<file path="src/rtl/spi_pkg.sv">
// Shared types and sizing helpers for the mode-0 SPI master.
package spi_pkg;

  localparam int SPI_BYTE_W = 8;

  typedef enum logic [2:0] {
    ST_IDLE,
    ST_SETUP,
    ST_HIGH,
    ST_LOW,
    ST_WAIT,
    ST_HOLD,
    ST_GAP
  } spi_state_t;

  // Phase counter loads N-1, so $clog2 of the largest N is enough; never narrower than 1 bit.
  function automatic int spi_cnt_w(input int a, input int b, input int c, input int d);
    int m;
    m = a;
    if (b > m) m = b;
    if (c > m) m = c;
    if (d > m) m = d;
    return (m < 2) ? 1 : $clog2(m);
  endfunction

endpackage

</file>
<file path="src/rtl/spi_master_if.sv">
// Byte-stream valid/ready handshake between frame-generation logic and spi_master.
interface spi_master_if;
  import spi_pkg::*;

  logic                  byte_valid_in;
  logic [SPI_BYTE_W-1:0] byte_data_in;
  logic                  byte_last_in;
  logic                  byte_ready_out;
  logic                  busy_out;

  modport master (
    output byte_valid_in, byte_data_in, byte_last_in,
    input  byte_ready_out, busy_out
  );

  modport slave (
    input  byte_valid_in, byte_data_in, byte_last_in,
    output byte_ready_out, busy_out
  );

endinterface

</file>
<file path="src/rtl/spi_phase_cnt.sv">
// Loadable down-counter timing every SPI phase; expire is high once the count reaches zero.
module spi_phase_cnt #(
  parameter int W = 2
) (
  input  logic         clk,
  input  logic         rst_n,
  input  logic         load,
  input  logic [W-1:0] load_val,
  output logic         expire
);

  logic [W-1:0] cnt;

  always_ff @(posedge clk or negedge rst_n) begin
    if (!rst_n) begin
      cnt <= '0;
    end else if (load) begin
      cnt <= load_val;
    end else if (cnt != '0) begin
      cnt <= cnt - 1'b1;
    end
  end

  assign expire = (cnt == '0);

endmodule

</file>
<file path="src/rtl/spi_master.sv">
// Mode-0 SPI master: one-byte hold buffer feeding a shift register, cs_n held low until a last-flagged byte.
// Defining SPI_MASTER_RX_EN adds a MISO receive path sampled on every SCLK rising edge.
module spi_master
  import spi_pkg::*;
#(
  parameter int DIV_HALF = 2,
  parameter int CS_SETUP = 2,
  parameter int CS_HOLD  = 2,
  parameter int CS_IDLE  = 2
) (
  input  logic        clk_in,
  input  logic        rst_n_in,
  spi_master_if.slave byte_if,
  output logic        spi_sclk_out,
  output logic        spi_mosi_out,
  output logic        spi_cs_n_out
`ifdef SPI_MASTER_RX_EN
  ,
  input  logic                  spi_miso_in,
  output logic [SPI_BYTE_W-1:0] rx_data_out,
  output logic                  rx_rdy_out
`endif
);

  localparam int CW = spi_cnt_w(DIV_HALF, CS_SETUP, CS_HOLD, CS_IDLE);
  localparam logic [CW-1:0] LD_DIV   = CW'(DIV_HALF - 1);
  localparam logic [CW-1:0] LD_SETUP = CW'(CS_SETUP - 1);
  localparam logic [CW-1:0] LD_HOLD  = CW'(CS_HOLD - 1);
  localparam logic [CW-1:0] LD_IDLE  = CW'(CS_IDLE - 1);

  spi_state_t            state, state_nx;
  logic                  en, hold_full, hold_last, last_pending, ready, accept;
  logic [SPI_BYTE_W-1:0] hold_data;
  logic [SPI_BYTE_W-1:0] shreg, shreg_nx;
  logic [2:0]            bit_cnt, bit_cnt_nx;
  logic                  cur_last, cur_last_nx;
  logic                  sclk, sclk_nx, cs_n, cs_n_nx;
  logic                  take, cnt_load, expire;
  logic [CW-1:0]         cnt_val;

  spi_phase_cnt #(.W(CW)) u_phase (
    .clk      (clk_in),
    .rst_n    (rst_n_in),
    .load     (cnt_load),
    .load_val (cnt_val),
    .expire   (expire)
  );

  assign ready  = en & ~hold_full & ~last_pending;
  assign accept = byte_if.byte_valid_in & ready;

  always_comb begin
    state_nx    = state;
    sclk_nx     = sclk;
    cs_n_nx     = cs_n;
    shreg_nx    = shreg;
    bit_cnt_nx  = bit_cnt;
    cur_last_nx = cur_last;
    take        = 1'b0;
    cnt_load    = 1'b0;
    cnt_val     = LD_DIV;
    unique case (state)
      ST_IDLE: if (hold_full) begin
        take     = 1'b1;
        cs_n_nx  = 1'b0;
        cnt_load = 1'b1;
        cnt_val  = LD_SETUP;
        state_nx = ST_SETUP;
      end
      ST_SETUP, ST_LOW: if (expire) begin
        sclk_nx  = 1'b1;
        cnt_load = 1'b1;
        state_nx = ST_HIGH;
      end
      ST_HIGH: if (expire) begin
        sclk_nx  = 1'b0;
        cnt_load = 1'b1;
        if (bit_cnt != 3'd0) begin
          shreg_nx   = {shreg[SPI_BYTE_W-2:0], 1'b0};
          bit_cnt_nx = bit_cnt - 3'd1;
          state_nx   = ST_LOW;
        end else if (hold_full) begin
          take     = 1'b1;
          state_nx = ST_LOW;
        end else if (cur_last) begin
          cnt_val  = LD_HOLD;
          state_nx = ST_HOLD;
        end else begin
          state_nx = ST_WAIT;
        end
      end
      ST_WAIT: if (hold_full) begin
        take     = 1'b1;
        cnt_load = 1'b1;
        state_nx = ST_LOW;
      end
      ST_HOLD: if (expire) begin
        cs_n_nx  = 1'b1;
        shreg_nx = '0;
        cnt_load = 1'b1;
        cnt_val  = LD_IDLE;
        state_nx = ST_GAP;
      end
      ST_GAP: if (expire) state_nx = ST_IDLE;
      default: state_nx = ST_IDLE;
    endcase
    // Every load path (first byte, back-to-back, resume from WAIT) presents bit 7 on MOSI.
    if (take) begin
      shreg_nx    = hold_data;
      bit_cnt_nx  = 3'd7;
      cur_last_nx = hold_last;
    end
  end

  always_ff @(posedge clk_in or negedge rst_n_in) begin
    if (!rst_n_in) begin
      state    <= ST_IDLE;
      sclk     <= 1'b0;
      cs_n     <= 1'b1;
      shreg    <= '0;
      bit_cnt  <= '0;
      cur_last <= 1'b0;
    end else begin
      state    <= state_nx;
      sclk     <= sclk_nx;
      cs_n     <= cs_n_nx;
      shreg    <= shreg_nx;
      bit_cnt  <= bit_cnt_nx;
      cur_last <= cur_last_nx;
    end
  end

  // Accept can only happen while the buffer is empty, so it never races a reload.
  always_ff @(posedge clk_in or negedge rst_n_in) begin
    if (!rst_n_in) begin
      en           <= 1'b0;
      hold_full    <= 1'b0;
      hold_data    <= '0;
      hold_last    <= 1'b0;
      last_pending <= 1'b0;
    end else begin
      en <= 1'b1;
      if (accept) begin
        hold_full <= 1'b1;
        hold_data <= byte_if.byte_data_in;
        hold_last <= byte_if.byte_last_in;
      end else if (take) begin
        hold_full <= 1'b0;
      end
      if (accept && byte_if.byte_last_in) begin
        last_pending <= 1'b1;
      end else if (state_nx == ST_IDLE && state != ST_IDLE) begin
        last_pending <= 1'b0;
      end
    end
  end

  assign byte_if.byte_ready_out = ready;
  assign byte_if.busy_out       = (state != ST_IDLE) | hold_full;
  assign spi_sclk_out           = sclk;
  assign spi_cs_n_out           = cs_n;
  assign spi_mosi_out           = shreg[SPI_BYTE_W-1];

`ifdef SPI_MASTER_RX_EN
  logic [SPI_BYTE_W-1:0] rx_sh;
  logic                  rise;

  assign rise = (state_nx == ST_HIGH) && (state != ST_HIGH);

  always_ff @(posedge clk_in or negedge rst_n_in) begin
    if (!rst_n_in) begin
      rx_sh       <= '0;
      rx_data_out <= '0;
      rx_rdy_out  <= 1'b0;
    end else begin
      rx_rdy_out <= 1'b0;
      if (rise) begin
        rx_sh <= {rx_sh[SPI_BYTE_W-2:0], spi_miso_in};
        if (bit_cnt == 3'd0) begin
          rx_data_out <= {rx_sh[SPI_BYTE_W-2:0], spi_miso_in};
          rx_rdy_out  <= 1'b1;
        end
      end
    end
  end
`endif

endmodule

</file>
<file path="src/flat_wrapper.sv">
// flat-port wrapper written by rule: the top's interface ports become plain ports
module spi_master_flat import spi_pkg::*;
#(
  parameter int DIV_HALF = 2,
  parameter int CS_SETUP = 2,
  parameter int CS_HOLD  = 2,
  parameter int CS_IDLE  = 2
)
  (clk_in, rst_n_in, spi_sclk_out, spi_mosi_out, spi_cs_n_out, byte_if_byte_valid_in, byte_if_byte_data_in, byte_if_byte_last_in, byte_if_byte_ready_out, byte_if_busy_out);
  spi_master_if byte_if_i ();
  input  logic clk_in;
  input  logic rst_n_in;
  output logic spi_sclk_out;
  output logic spi_mosi_out;
  output logic spi_cs_n_out;
  input wire logic [$bits(byte_if_i.byte_valid_in)-1:0] byte_if_byte_valid_in;
  input wire logic [$bits(byte_if_i.byte_data_in)-1:0] byte_if_byte_data_in;
  input wire logic [$bits(byte_if_i.byte_last_in)-1:0] byte_if_byte_last_in;
  output wire logic [$bits(byte_if_i.byte_ready_out)-1:0] byte_if_byte_ready_out;
  output wire logic [$bits(byte_if_i.busy_out)-1:0] byte_if_busy_out;
  assign byte_if_i.byte_valid_in = byte_if_byte_valid_in;
  assign byte_if_i.byte_data_in = byte_if_byte_data_in;
  assign byte_if_i.byte_last_in = byte_if_byte_last_in;
  assign byte_if_byte_ready_out = byte_if_i.byte_ready_out;
  assign byte_if_busy_out = byte_if_i.busy_out;
  spi_master #(.DIV_HALF(DIV_HALF), .CS_SETUP(CS_SETUP), .CS_HOLD(CS_HOLD), .CS_IDLE(CS_IDLE)) u_core (.clk_in(clk_in), .rst_n_in(rst_n_in), .byte_if(byte_if_i), .spi_sclk_out(spi_sclk_out), .spi_mosi_out(spi_mosi_out), .spi_cs_n_out(spi_cs_n_out));
endmodule
</file>
<file path="config.mk">
export PLATFORM = sky130hd
export DESIGN_NAME = spi_master_flat
export DESIGN_NICKNAME = d
export VERILOG_FILES = /design/src/rtl/spi_pkg.sv /design/src/rtl/spi_master_if.sv /design/src/rtl/spi_phase_cnt.sv /design/src/rtl/spi_master.sv /design/src/flat_wrapper.sv
export SDC_FILE = /design/constraint.sdc
export NUM_CORES = 1
export LEC_CHECK = 0
export BUFFER_PORTS_ARGS = -buffer_cell sky130_fd_sc_hd__clkbuf_2
export CAP_MARGIN = 5
export CELL_PAD_IN_SITES_DETAIL_PLACEMENT = 2
export CELL_PAD_IN_SITES_GLOBAL_PLACEMENT = 2
export CORE_UTILIZATION = 41
export CTS_CLUSTER_DIAMETER = 80
export DETAILED_ROUTE_END_ITERATION = 16
export PLACE_DENSITY = 0.94
export SLEW_MARGIN = 20
export SYNTH_ARGS = -nofsm -noshare
export SYNTH_HDL_FRONTEND = slang
export SYNTH_HIERARCHICAL = 1
export SYNTH_SLANG_ARGS = --single-unit
</file>
<file path="constraint.sdc">
create_clock -name clk_in -period 4 [get_ports clk_in]
set_input_delay 0.6 -clock clk_in [delete_from_list [all_inputs] [get_ports clk_in]]
set_output_delay 0.6 -clock clk_in [all_outputs]
set_load 0.01 [all_outputs]
</file>
; ---- Word-level counts from Yosys, hierarchy flattened
; Cells that the tools add are included.
[word_totals]
ff_bits = 30
in_bits = 12
output_inout_bits = 5
word_cells = 90
[op_classes]
add_sub_neg = 2
eq_ne = 14
muxes = 36
n_bitwise = 6
reduce_logical = 20
[ops]
columns = cell, count
row1 = $mux W3, 12
row2 = $mux W8, 4
row3 = $pmux W3 S6, 1
row4 = $pmux W8 S2, 1
row5 = $mux W1, 14
row6 = $reduce_bool A2 Y1, 6
row7 = $eq A3 B3 Y1 const B, 3
row8 = $reduce_and A3 Y1, 3
row9 = $reduce_bool A3 Y1, 3
row10 = $pmux W1 S2, 4
row11 = $eq A3 B2 Y1 const B, 2
row12 = $logic_not A3 Y1, 2
row13 = $ne A2 B2 Y1 const B, 3
row14 = $ne A3 B2 Y1 const B, 2
row15 = $ne A2 B1 Y1 const B, 2
row16 = $reduce_and A4 Y1, 1
row17 = $reduce_or A2 Y1, 2
row18 = $reduce_or A4 Y1, 1
row19 = $and A1 B1 Y1, 3
row20 = $eq A3 B1 Y1 const B, 1
row21 = $ne A3 B1 Y1 const B, 1
row22 = $sub A3 B1 Y3 const B, 1
row23 = $logic_and A1 B1 Y1, 2
row24 = $not A1 Y1, 2
row25 = other kinds (2), 2

; ---- Depth between registers and ports, before layout
; Gate-level depths: netlist of run 1.
[logic_depth]
word_depth = 9
mapped_depth = 7
mapped_depth_nobuf = 6

; ---- Cells and area by module
; Netlist of run 1, hierarchy kept.
[modules_own_cells]
columns = mod, instances, cells_per_inst, area_each_um2, seq_area_each_um2
row1 = spi_master, 1, 122, 1422.6, 726.9
row2 = spi_phase_cnt, 1, 3, 35.0, 25.0

; ---- Worst setup path after synthesis of run 1
; No wires, ideal clock.
[synth_timing]
path_type = register to register
startpoint = register u_core.hold_full
endpoint = register u_core.hold_data[1]
setup_time_ps = 125
t_arrival_ps = 1477
t_required_ps = 3875
slack_ps = 2398
path_stages_with_launch = 6
path_buffers = 2
synth_period_minus_slack_ps = 1602
path_cell_list = dfrtp_1 buf_2 nor3b_2 and2_1 buf_2 mux2_2
[synth_between]
elab_chain_cells = 4
[synth_lines]
columns = element, line_no
row1 = from (decl), spi_master.sv:32  ; logic en, hold_full, hold_last, last_pending, ready, accept;
row2 = from (signal assigned), spi_master.sv:137  ; hold_full <= 1'b0;
row3 = from (signal assigned), spi_master.sv:144  ; hold_full <= 1'b1;
row4 = from (signal assigned), spi_master.sv:148  ; hold_full <= 1'b0;
row5 = $not A1 Y1, spi_master.sv:49  ; assign ready = en & ~hold_full & ~last_pending;
row6 = $and A1 B1 Y1 (2 in series), spi_master.sv:49
row7 = via byte_if_byte_ready_out, flat_wrapper.sv:19  ; output wire logic [$bits(byte_if_i.byte_ready_out)-1:0] byte_if_byte_ready_out;
row8 = $and A1 B1 Y1, spi_master.sv:50  ; assign accept = byte_if.byte_valid_in & ready;
row9 = to (signal assigned), spi_master.sv:145  ; hold_data <= byte_if.byte_data_in;
row10 = to (decl), spi_master.sv:33  ; logic [SPI_BYTE_W-1:0] hold_data;
; The timed path passes the listed nets, and every way through them passes these cells.
; A chain may end at the register's enable or synchronous reset.

; ---- Worst setup path after layout of run 1
[layout_timing]
startpoint = register u_core.state[0]
endpoint = register u_core.cur_last
[layout_between]
elab_chain_cells = 3
[layout_lines]
columns = element, line_no
row1 = from (decl), spi_master.sv:31  ; spi_state_t state, state_nx;
row2 = from (signal assigned), spi_master.sv:124  ; state <= state_nx;
row3 = $eq A3 B3 Y1 / $logic_not A3 Y1 (equally long branches), spi_master.sv:62  ; unique case (state)
row4 = $reduce_or A2 Y1 (no line), n/a
row5 = $pmux W1 S2 (*), spi_master.sv:62
row6 = to (signal assigned), spi_master.sv:129  ; cur_last <= cur_last_nx;
row7 = to (decl), spi_master.sv:36  ; logic cur_last, cur_last_nx;
; Every way passes the cells marked *; elsewhere a longest branch is shown, timed or not.

==> parameters.txt, run 1 <==
Parameter                              Value

Clocking
  Clock transition at the register clock pins on the worst setup and hold paths after CTS    100 ps
  Insertion delay of the later-clocked pin in the worst-skew pair    around 340 ps
  Clock root buffer    sky130_fd_sc_hd__clkbuf_4
  Deepest clock path buffer count    2
  Clk sink count    30
  Total CTS buffers    5
  H-tree depth    2
  CTS hold repair buffers    0
  TritonCTS clock tree    done
  Post-CTS Repair Setup Buffers    0
  Post-cts sizing count    0

Route
  Final wirelength    ~3.7 mm
  First-pass iteration count of the detailed router    4
  Number of nets still failing antenna checks after routing    0
  DRC violation count after routing    0
  Routed WL per cell    19.73 µm
  Average via count per standard cell    approximately 5.5
  Overall via count from detail_route    between 1,000 and 1,500
  Initial drt markers    24

Synth
  Post-synth design cell area    around 0.0015 mm²
  Most instantiated flip-flop cell in the synthesis netlist    sky130_fd_sc_hd__dfrtp_1
  Number of flip-flops and latches in the synthesized netlist    30
  Share of synthesized area occupied by flip-flops and latches    roughly half
  Average instance area after synthesis    11.66 µm²
  Count of flip-flops with a built-in enable after synthesis    0
  Count of different cell masters after synthesis    37
  Async set-or-reset flop fraction in the synthesized netlist    100.0%
  Number of instances in the synthesized netlist    125
  Synthesis warning total    6

Floorplanning
  Number of placement rows    21
  Starting utilization of the core area    43.34%
  Count of pins on the block boundary    17
  Die boundary height    around 60 µm
  Width of the die    roughly 62 µm
  Area of the core region    approximately 0.0034 mm²
  Total Die Area    about 0.0038 mm²

Worst setup path
  Largest delay share family, worst path    compound AO/OA/AOI/OAI gates
  CP max stage delay    700 ps
  Critical path cell sequence    nand2b_1 > a21oi_2 > mux2_2
  Endpoint arrival time on the critical path    about 2300 ps
  Largest driver fanout on the critical path    15
  Launching element type of the critical path    register
  Start of the worst register-to-register path    u_core/state[0]
  Worst path slowest cell    sky130_fd_sc_hd__a21oi_2
  Buffers and inverters on the worst path    0
  Path type of the worst setup path    reg2reg
  Type of destination of the critical path    register
  Critical Path RT    between 4000 and 5000 ps
  Timing startpoint of the critical path    u_core/state[0]

Pwr
  Reg power frac    45.1%
  Internal    approximately 700 µW
  Worst-case vdd ir drop    0.3271 mV
  Power density cells    between 700 and 800 mW/mm²
  Lkg Pwr    ~0.0007 µW
  Power dissipated by switching net loads    approximately 500 µW
  Clk pwr share    between 10% and 20%
  Fraction of power spent switching nets    between 40% and 50%
  Combinational group share of total power    about two fifths

STA
  Max-slew headroom at the worst pin    39.42%
  Setup-violating endpoint count in the final report    0
  Slew at the pin with the worst max-slew slack    just over 900 ps
  Count of endpoints failing hold in the final timing report    0
  Final number of max-transition violations    0
  Ratio of final minimum period to clock period    52.47%
  Fin Setup TNS    0 ps
  Setup repair after global routing missed its margin    false
  Minimum clock period    approximately 2100 ps
  Post-route worst hold slack    ~300 ps
  Achievable clock frequency    ~480 MHz
  Worst clock skew    approximately 5.9 ps

Hold path
  Class of the tightest hold or removal check    in2async

GRT
  First-pass GRT wire length    slightly below 6 mm
  Pin count of the biggest net entering global routing    31
  Residual overflow from global routing    0
  Antenna violations before repair    0
  Vias in the first global route    1,156
  Global-route usage over all layers    a little under a quarter

Placement
  Final weighted congestion of routability-driven global placement    0.7870
  Port buffer count    16
  Placement-stage cell area    about 0.0016 mm²
  Detailed Place HPWL    between 2 and 3 mm

Finish
  Inserted Diodes    0
  Final layout net count    roughly 160
  Share of the core filled with cells    around half
  Post-layout instance area    around 0.0016 mm²
  Fraction of layout instances using a drive strength above 1    27.27%
  Area added between synthesis and finish    11.67%

Run
  Max-cap violation count    0

Run status
  Status    complete, no violations
==> power groups by stage <==
stage	logic [µW]	registers [µW]	clock network, µW
after floorplan	375	478	0
after global placement	401	525	0
after detailed placement	457	545	0
after CTS	470	541	205
after global routing	508	552	213
final	462	541	197
==> registers in the layout, indices dropped and copies added, names as in the netlist, 3 cells and up <==
name and flops:
u_core/hold_data 8, u_core/bit_cnt 3, u_core/shreg 8, u_core/state 3
==> final cells by class <==
| cell class | count | area [µm²] |
|---|---|---|
| Fill cell | 361 | 1735 |
| Sequential cell | 30 | 752.0 |
| Multi-Input combinational cell | 84 | 655.6 |
| Timing Repair Buffer | 16 | 80.08 |
| Tap cell | 46 | 57.56 |
| Clock buffer | 6 | 51.30 |
| Inverter | 5 | 18.77 |
| Clock inverter | 2 | 12.51 |
==> worst paths after layout <==
path | end | slack, ps | depth (start not counted)
setup / recovery | u_core/cur_last | 1900 | 3
hold / removal | u_core/bit_cnt[0] | 300 | 1
setup reg to reg | u_core/cur_last | 1900 | 3
hold reg to reg | u_core/shreg[7] | 510 | 1
max in group asynchronous | u_core/u_phase/cnt | 3230 | 1
min in group clk_in | u_core/hold_data[0] | 480 | 2
==> layout by cell type, fill, tap and decap left out, types with 3 or more instances in the layout <==
| master | n |
|---|---|
| sky130_fd_sc_hd__nand2b_1 | 4 |
| sky130_fd_sc_hd__o2bb2ai_1 | 7 |
| sky130_fd_sc_hd__mux2i_1 | 8 |
| sky130_fd_sc_hd__mux2_2 | 5 |
| sky130_fd_sc_hd__dfrtp_1 | 29 |
| sky130_fd_sc_hd__nor2b_1 | 4 |
| sky130_fd_sc_hd__mux2_1 | 5 |
| sky130_fd_sc_hd__clkbuf_4 | 5 |
| sky130_fd_sc_hd__clkbuf_2 | 16 |
| sky130_fd_sc_hd__a22o_1 | 3 |
| sky130_fd_sc_hd__nand2_1 | 4 |
| sky130_fd_sc_hd__a21oi_1 | 9 |
| sky130_fd_sc_hd__nor2_1 | 7 |
| sky130_fd_sc_hd__inv_1 | 4 |
==> cell families after synthesis <==
group,share of synthesized area [%]
other,0.2573
DFF,51.59
buffers and inverters,3.691
adders and majority gates,1.716
AOI/OAI and AO/OA,16.74
and+or+nand+nor,12.79
muxes,13.22
==> synthesized netlist by cell type (2+ instances only) <==
master | n | area (µm²)
sky130_fd_sc_hd__a21oi_1 | 9 | 45.04
sky130_fd_sc_hd__a22o_1 | 3 | 26.28
sky130_fd_sc_hd__a31oi_1 | 2 | 12.51
sky130_fd_sc_hd__and2_1 | 2 | 12.51
sky130_fd_sc_hd__buf_2 | 4 | 20.02
sky130_fd_sc_hd__clkbuf_1 | 2 | 7.510
sky130_fd_sc_hd__dfrtp_1 | 29 | 725.7
sky130_fd_sc_hd__ha_1 | 2 | 25.02
sky130_fd_sc_hd__inv_1 | 4 | 15.01
sky130_fd_sc_hd__mux2_1 | 5 | 56.30
sky130_fd_sc_hd__mux2_2 | 5 | 56.30
sky130_fd_sc_hd__mux2i_1 | 8 | 80.08
sky130_fd_sc_hd__nand2_1 | 4 | 15.01
sky130_fd_sc_hd__nand2b_1 | 4 | 25.02
sky130_fd_sc_hd__nor2_1 | 7 | 26.28
sky130_fd_sc_hd__nor2_2 | 2 | 12.51
sky130_fd_sc_hd__nor2b_1 | 4 | 25.02
sky130_fd_sc_hd__nor3b_2 | 2 | 25.02
sky130_fd_sc_hd__o21ai_0 | 2 | 10.01
sky130_fd_sc_hd__o21ai_1 | 2 | 10.01
sky130_fd_sc_hd__o2bb2ai_1 | 7 | 61.31
==> metrics by stage <==
stage / setup WS, ps / cells / total power, µW
4_1_cts: 1855 / 189 / 1217
5_1_grt: 1731 / 189 / 1274
2_1_floorplan: 2398 / 126 / 853.6
3_5_place_dp: 1926 / 181 / 1002
3_3_place_gp: 2051 / 181 / 926.2
6_report: 1901 / 189 / 1200
==> per-layer routing <==
metal	share of wire, %	global-route usage, %	up-vias
li1	-	-	480
met1	41	26.61	537
met2	55	40.86	14
met3	2.5	5.672	6
met4	1.4	8.571	0
met5	0	0	-
No activity file was read; power rests on OpenSTA's default activity.
==> run 2, diff against run 1 <==
CORE_UTILIZATION = 38   (was 41)
PLACE_DENSITY = 0.89   (was 0.94)
clock period = 2.1 ns   (was 4 ns; I/O delays follow)
==> parameters.txt, run 2 (synthesis results as in run 1) <==
Parameter                              Value

Worst setup path
  Path type of the worst setup path    reg2reg
  CP max stage delay    360 ps (-340 ps)
  Endpoint arrival time on the critical path    2050 ps (-280 ps)
  Largest delay share family, worst path    buffers and inverters
  Critical Path RT    2270 ps (-1960 ps)
  Type of destination of the critical path    register
  Launching element type of the critical path    register
  Worst path slowest cell    sky130_fd_sc_hd__dfrtp_1
  Largest driver fanout on the critical path    12 (-3)
  Buffers and inverters on the worst path    2 (+2)
  Critical path cell sequence    inv_1 > nand4bb_1 > a21oi_2 > buf_4 > mux2i_1 > o2bb2ai_1

Hold path
  Class of the tightest hold or removal check    in2async

Finish
  Final layout net count    159 (+1.9%)
  Largest registers    u_core/hold_data (8), u_core/shreg (8)
  Share of the core filled with cells    46.00% (-2.4 points)
  Fraction of layout instances using a drive strength above 1    28.77% (+1.5 points)
  Inserted Diodes    0 (unchanged)
  Area added between synthesis and finish    15.54%
  Most common cell after layout, fill and taps aside    sky130_fd_sc_hd__dfrtp_1
  Commonest cells after routing, fill and taps aside    sky130_fd_sc_hd__dfrtp_1, sky130_fd_sc_hd__clkbuf_2, sky130_fd_sc_hd__a21oi_1

STA
  Setup repair after global routing missed its margin    false
  Setup-violating endpoint count in the final report    0 (unchanged)
  Slew at the pin with the worst max-slew slack    771.8 ps (-137.0 ps)
  Achievable clock frequency    533.1 MHz (+12%)
  Fin Setup TNS    0 ps (unchanged)
  Ratio of final minimum period to clock period    89.33% (+37 points)
  Max-slew headroom at the worst pin    48.55% (+9.1 points)
  Count of endpoints failing hold in the final timing report    0 (unchanged)
  Minimum clock period    1876 ps (-222.8 ps)
  Final number of max-transition violations    0 (unchanged)
  Worst clock skew    6.085 ps (+0.1906 ps)

Floorplanning
  Die boundary height    63.94 µm (+3.7%)
  Count of pins on the block boundary    17 (unchanged)
  Number of placement rows    22 (+4.8%)
  Total Die Area    0.004088 mm² (+7.6%)
  Width of the die    63.94 µm (+3.7%)
  Starting utilization of the core area    39.82% (-3.5 points)
  Area of the core region    0.003661 mm² (+8.9%)

Placement
  Port buffer count    16 (unchanged)
  Detailed Place HPWL    2.585 mm (-1.1%)
  Final weighted congestion of routability-driven global placement    0.7960 (+1.1%)

GRT
  First-pass GRT wire length    6.175 mm (+4.7%)
  Antenna violations before repair    0 (unchanged)
  Residual overflow from global routing    0 (unchanged)
  Vias in the first global route    1,211 (+4.8%)
  Pin count of the biggest net entering global routing    31 (unchanged)
  Global-route usage over all layers    20.69% (-2.3 points)

Clocking
  H-tree depth    2 (unchanged)
  Clock transition at the register clock pins on the worst setup and hold paths after CTS    70 ps (-30 ps)
  CTS hold repair buffers    0 (unchanged)
  Clk sink count    30 (unchanged)
  Deepest clock path buffer count    2 (unchanged)
  Post-cts sizing count    0 (unchanged)
  Total CTS buffers    5 (unchanged)
  Clock root buffer    sky130_fd_sc_hd__clkbuf_8
  TritonCTS clock tree    done
  Insertion delay of the later-clocked pin in the worst-skew pair    290 ps (-50 ps)
  Post-CTS Repair Setup Buffers    0 (unchanged)

Route
  Final wirelength    3.617 mm (-3.0%)
  DRC violation count after routing    0 (unchanged)
  First-pass iteration count of the detailed router    4 (unchanged)
  Initial drt markers    23 (-4.2%)
  Average via count per standard cell    5.387 (-1.8%)
  Routed WL per cell    18.64 µm (-5.5%)
  Number of nets still failing antenna checks after routing    0 (unchanged)
  Overall via count from detail_route    1,045 (+0.77%)

Run status
  Status    complete, no violations

Pwr
  Reg power frac    40.7% (-4.4 points)
  Clk pwr share    20.6% (+4.2 points)
  Power density cells    1432 mW/mm² (+94%)
  Lkg Pwr    0.0007226 µW (+3.9%)
  Power dissipated by switching net loads    949.0 µW (+89%)
  Worst-case vdd ir drop    0.5916 mV (+81%)
  Combinational group share of total power    38.7% (+0.2 points)
  Fraction of power spent switching nets    39.35% (-2.4 points)
  Internal    1463 µW (+110%)

Run
  Max-cap violation count    0 (unchanged)
run 2: cell count changes in the layout (fill, tap and decap cells not counted):
cell,change
sky130_fd_sc_hd__buf_4,+3
sky130_fd_sc_hd__clkbuf_8,+5
sky130_fd_sc_hd__clkbuf_4,-5
run 2: final cells by class:
cell class              count  area (µm²)
clock inverters             2       12.51
clock buffers               6       82.58
inverters                   5       18.77
fillers                   380        1977
repair buffers             19       102.6
multi-input cells          84       655.6
flip-flops and latches     30       752.0
well taps                  48       60.06
run 2: path summary, 6_finish.rpt:
check	from	endpoint	slack [ps]	depth (start not counted)
min in group clk_in	byte_if_byte_data_in[0]	u_core/hold_data[0]	240	2
max in group asynchronous	rst_n_in	u_core/state[1]	1520	1
max	u_core/u_phase/cnt	u_core/shreg[6]	220	6
min	rst_n_in	u_core/hold_data[7]	80	1
min reg2reg	u_core/shreg[3]	u_core/shreg[3]	500	1
max reg2reg	u_core/u_phase/cnt	u_core/shreg[6]	220	6
run 2: power by group through the flow:
stage               clock network [µW]  registers, µW  logic [µW]
detailed placement                   0            990         929
global placement                     0            964         842
finish                             496            981         934
global route                       531           1010        1030
floorplan                            0            911         715
CTS                                510            987         943
run 2: layer usage:
| layer | part of all wire (%) | track usage [%] |
|---|---|---|
| met4 | 2.9 | 9.375 |
| met5 | 0 | 0 |
| met1 | 43 | 23.94 |
| met2 | 51 | 34.04 |
| met3 | 3.6 | 7.500 |
run 2: worst register-to-register path: cells and delay by family (launching register included):
kind	cells	cell delay (ps)
buf+inv	2	590
mux	1	250
compound gates	2	330
flops	1	360
simple gates	1	230
run 2: through the flow:
stage / instance area (µm²) / total power, µW / instances / worst slack [ps] / hold WS, ps
2_1_floorplan: 1461 / 1626 / 126 / 498.0 / 19.41
3_3_place_gp: 1589 / 1806 / 186 / 355.6 / 411.0
3_5_place_dp: 1589 / 1919 / 186 / 258.0 / 422.3
4_1_cts: 1684 / 2440 / 194 / 232.8 / 105.4
5_1_grt: 1684 / 2568 / 194 / 109.8 / 125.8
6_report: 1684 / 2412 / 194 / 224.0 / 83.68
==> run 3, diff against run 2 <==
CORE_ASPECT_RATIO = 1.4   (was default)
==> parameters.txt, run 3 (synthesis results as in run 1) <==
Parameter                              Value

Run status
  Status    complete, no violations

Clocking
  CTS hold repair buffers    0 (unchanged)
  Clk sink count    30 (unchanged)
  Total CTS buffers    5 (unchanged)
  Post-CTS Repair Setup Buffers    0 (unchanged)
  Clock root buffer    sky130_fd_sc_hd__clkbuf_8
  Post-cts sizing count    0 (unchanged)
  Clock transition at the register clock pins on the worst setup and hold paths after CTS    70 ps (about the same)
  Insertion delay of the later-clocked pin in the worst-skew pair    280 ps (about the same)
  H-tree depth    2 (unchanged)
  Deepest clock path buffer count    2 (unchanged)
  TritonCTS clock tree    done

Pwr
  Clk pwr share    20.3% (-0.3 points)
  Total Power    2408 µW (-0.15%)
  Reg power frac    40.0% (-0.7 points)
  Power dissipated by switching net loads    933.2 µW (-1.7%)
  Lkg Pwr    0.0007271 µW (+0.63%)
  Fraction of power spent switching nets    38.75% (-0.60 points)
  Worst-case vdd ir drop    0.8443 mV (+43%)
  Internal    1475 µW (+0.83%)
  Combinational group share of total power    39.7% (+1.0 points)
  Power density cells    1430 mW/mm² (-0.15%)

STA
  Worst clock skew    3.468 ps (-2.617 ps)
  Count of endpoints failing hold in the final timing report    0 (unchanged)
  Fin Setup TNS    0 ps (unchanged)
  Setup-violating endpoint count in the final report    0 (unchanged)
  Max-slew headroom at the worst pin    47.95% (-0.60 points)
  Final number of max-transition violations    0 (unchanged)
  Setup repair after global routing missed its margin    false
  Ratio of final minimum period to clock period    89.02% (-0.31 points)
  Minimum clock period    1870 ps (-6.470 ps)
  Achievable clock frequency    534.9 MHz (+0.35%)
  Slew at the pin with the worst max-slew slack    780.8 ps (+9.064 ps)

Worst setup path
  Buffers and inverters on the worst path    2 (unchanged)
  Critical path cell sequence    inv_1 > ha_1 > nand4bb_1 > a21oi_2 > buf_4 > mux2i_1 > o2bb2ai_1
  Worst path slowest cell    sky130_fd_sc_hd__dfrtp_1
  Start of the worst register-to-register path    u_core/bit_cnt[0]
  Path type of the worst setup path    reg2reg
  CP max stage delay    360 ps (about the same)
  Critical Path RT    2260 ps (about the same)
  R2R depth    7 (+1)
  Launching element type of the critical path    register
  Largest delay share family, worst path    compound AO/OA/AOI/OAI gates
  Type of destination of the critical path    register
  Largest driver fanout on the critical path    10 (-2)
  Reg2reg setup slack    230 ps (about the same)
  Reg2reg end    u_core/shreg[4]
  Endpoint arrival time on the critical path    2030 ps (-20 ps)

Floorplanning
  Total Die Area    0.004091 mm² (about the same)
  Width of the die    54.35 µm (-15%)
  Number of placement rows    26 (+18%)
  Count of pins on the block boundary    17 (unchanged)
  Area of the core region    0.003643 mm² (-0.48%)
  Starting utilization of the core area    40.01% (+0.19 points)
  Die boundary height    75.28 µm (+18%)

Route
  Overall via count from detail_route    1,050 (+0.48%)
  DRC violation count after routing    0 (unchanged)
  Average via count per standard cell    5.556 (+3.1%)
  Number of nets still failing antenna checks after routing    0 (unchanged)
  First-pass iteration count of the detailed router    4 (unchanged)
  Routed WL per cell    18.94 µm (+1.6%)
  Initial drt markers    15 (-35%)
  Final wirelength    3.580 mm (-1.0%)

Placement
  Port buffer count    16 (unchanged)
  Detailed Place HPWL    2.528 mm (-2.2%)
  Final weighted congestion of routability-driven global placement    0.7125 (-10%)
  Placed cells    181 (-2.7%)

GRT
  Antenna violations before repair    0 (unchanged)
  Vias in the first global route    1,187 (-2.0%)
  Pin count of the biggest net entering global routing    31 (unchanged)
  Residual overflow from global routing    0 (unchanged)
  Global-route usage over all layers    20.73% (+0.040 points)
  First-pass GRT wire length    5.830 mm (-5.6%)

Finish
  Area taken by flip-flops and latches    752.0 µm² (unchanged)
  Area added between synthesis and finish    15.54% (unchanged)
  Filler-free cell count of the finished design    189 (-2.6%)
  Fraction of layout instances using a drive strength above 1    29.25% (+0.48 points)
  Largest registers    u_core/hold_data (8), u_core/shreg (8)
  Most common cell after layout, fill and taps aside    sky130_fd_sc_hd__dfrtp_1
  Multi-input logic area    655.6 µm² (unchanged)
  Fill cells    378 (-0.53%)
  Inserted Diodes    0 (unchanged)
  Final layout net count    160 (+0.63%)
  Commonest cells after routing, fill and taps aside    sky130_fd_sc_hd__dfrtp_1, sky130_fd_sc_hd__clkbuf_2, sky130_fd_sc_hd__a21oi_1

Hold path
  Class of the tightest hold or removal check    in2async

Run
  Max-cap violation count    0 (unchanged)
## run 3: cell count changes in the layout (fill, tap and decap cells not counted), sizes merged
cell and change:
buf +1
## run 3: power by group through the flow
stage          logic (µW)  registers (µW)  clock network [µW]
2_1_floorplan         715             911                   0
3_3_place_gp          872             952                   0
3_5_place_dp          954             973                   0
4_1_cts               972             970                 508
5_1_grt              1060             994                 528
6_report              957             964                 488
## run 3: worst max-delay path by stage
stage,start,end,slack [ps],cells after the start
final,u_core/bit_cnt[0],u_core/shreg[4],230,7
after floorplan,u_core/hold_full,u_core/hold_data[1],500,5
after global placement,u_core/bit_cnt[0],u_core/shreg[3],380,6
after global routing,u_core/bit_cnt[0],u_core/shreg[1],90,6
after CTS,u_core/bit_cnt[0],u_core/shreg[4],200,7
after detailed placement,u_core/bit_cnt[0],u_core/shreg[3],270,6
## run 3: layout make-up
type	instances	share of cell area (%)
Tap cell	42	3.120
Timing Repair Buffer	20	6.538
Inverter	5	1.114
Multi-Input combinational cell	84	38.93
Clock buffer	6	4.903
Clock inverter	2	0.7429
Sequential cell	30	44.65
## run 3: stage by stage
stage / util, % / setup WS, ps / instance area, µm² / hold slack [ps]
3_5_place_dp: 43.61 / 272.0 / 1589 / 427.8
4_1_cts: 46.22 / 196.7 / 1684 / 125.8
2_1_floorplan: - / 498.0 / 1461 / 19.41
6_report: 46.22 / 230.5 / 1684 / 102.6
3_3_place_gp: 43.61 / 381.8 / 1589 / 399.6
5_1_grt: 46.22 / 94.47 / 1684 / 162.2
## run 3: routing by layer
layer | track usage [%] | part of all wire, %
met5 | 0 | 0
met4 | 7.977 | 2.5
met3 | 5.051 | 3.1
met2 | 36.86 | 55
met1 | 23.08 | 39
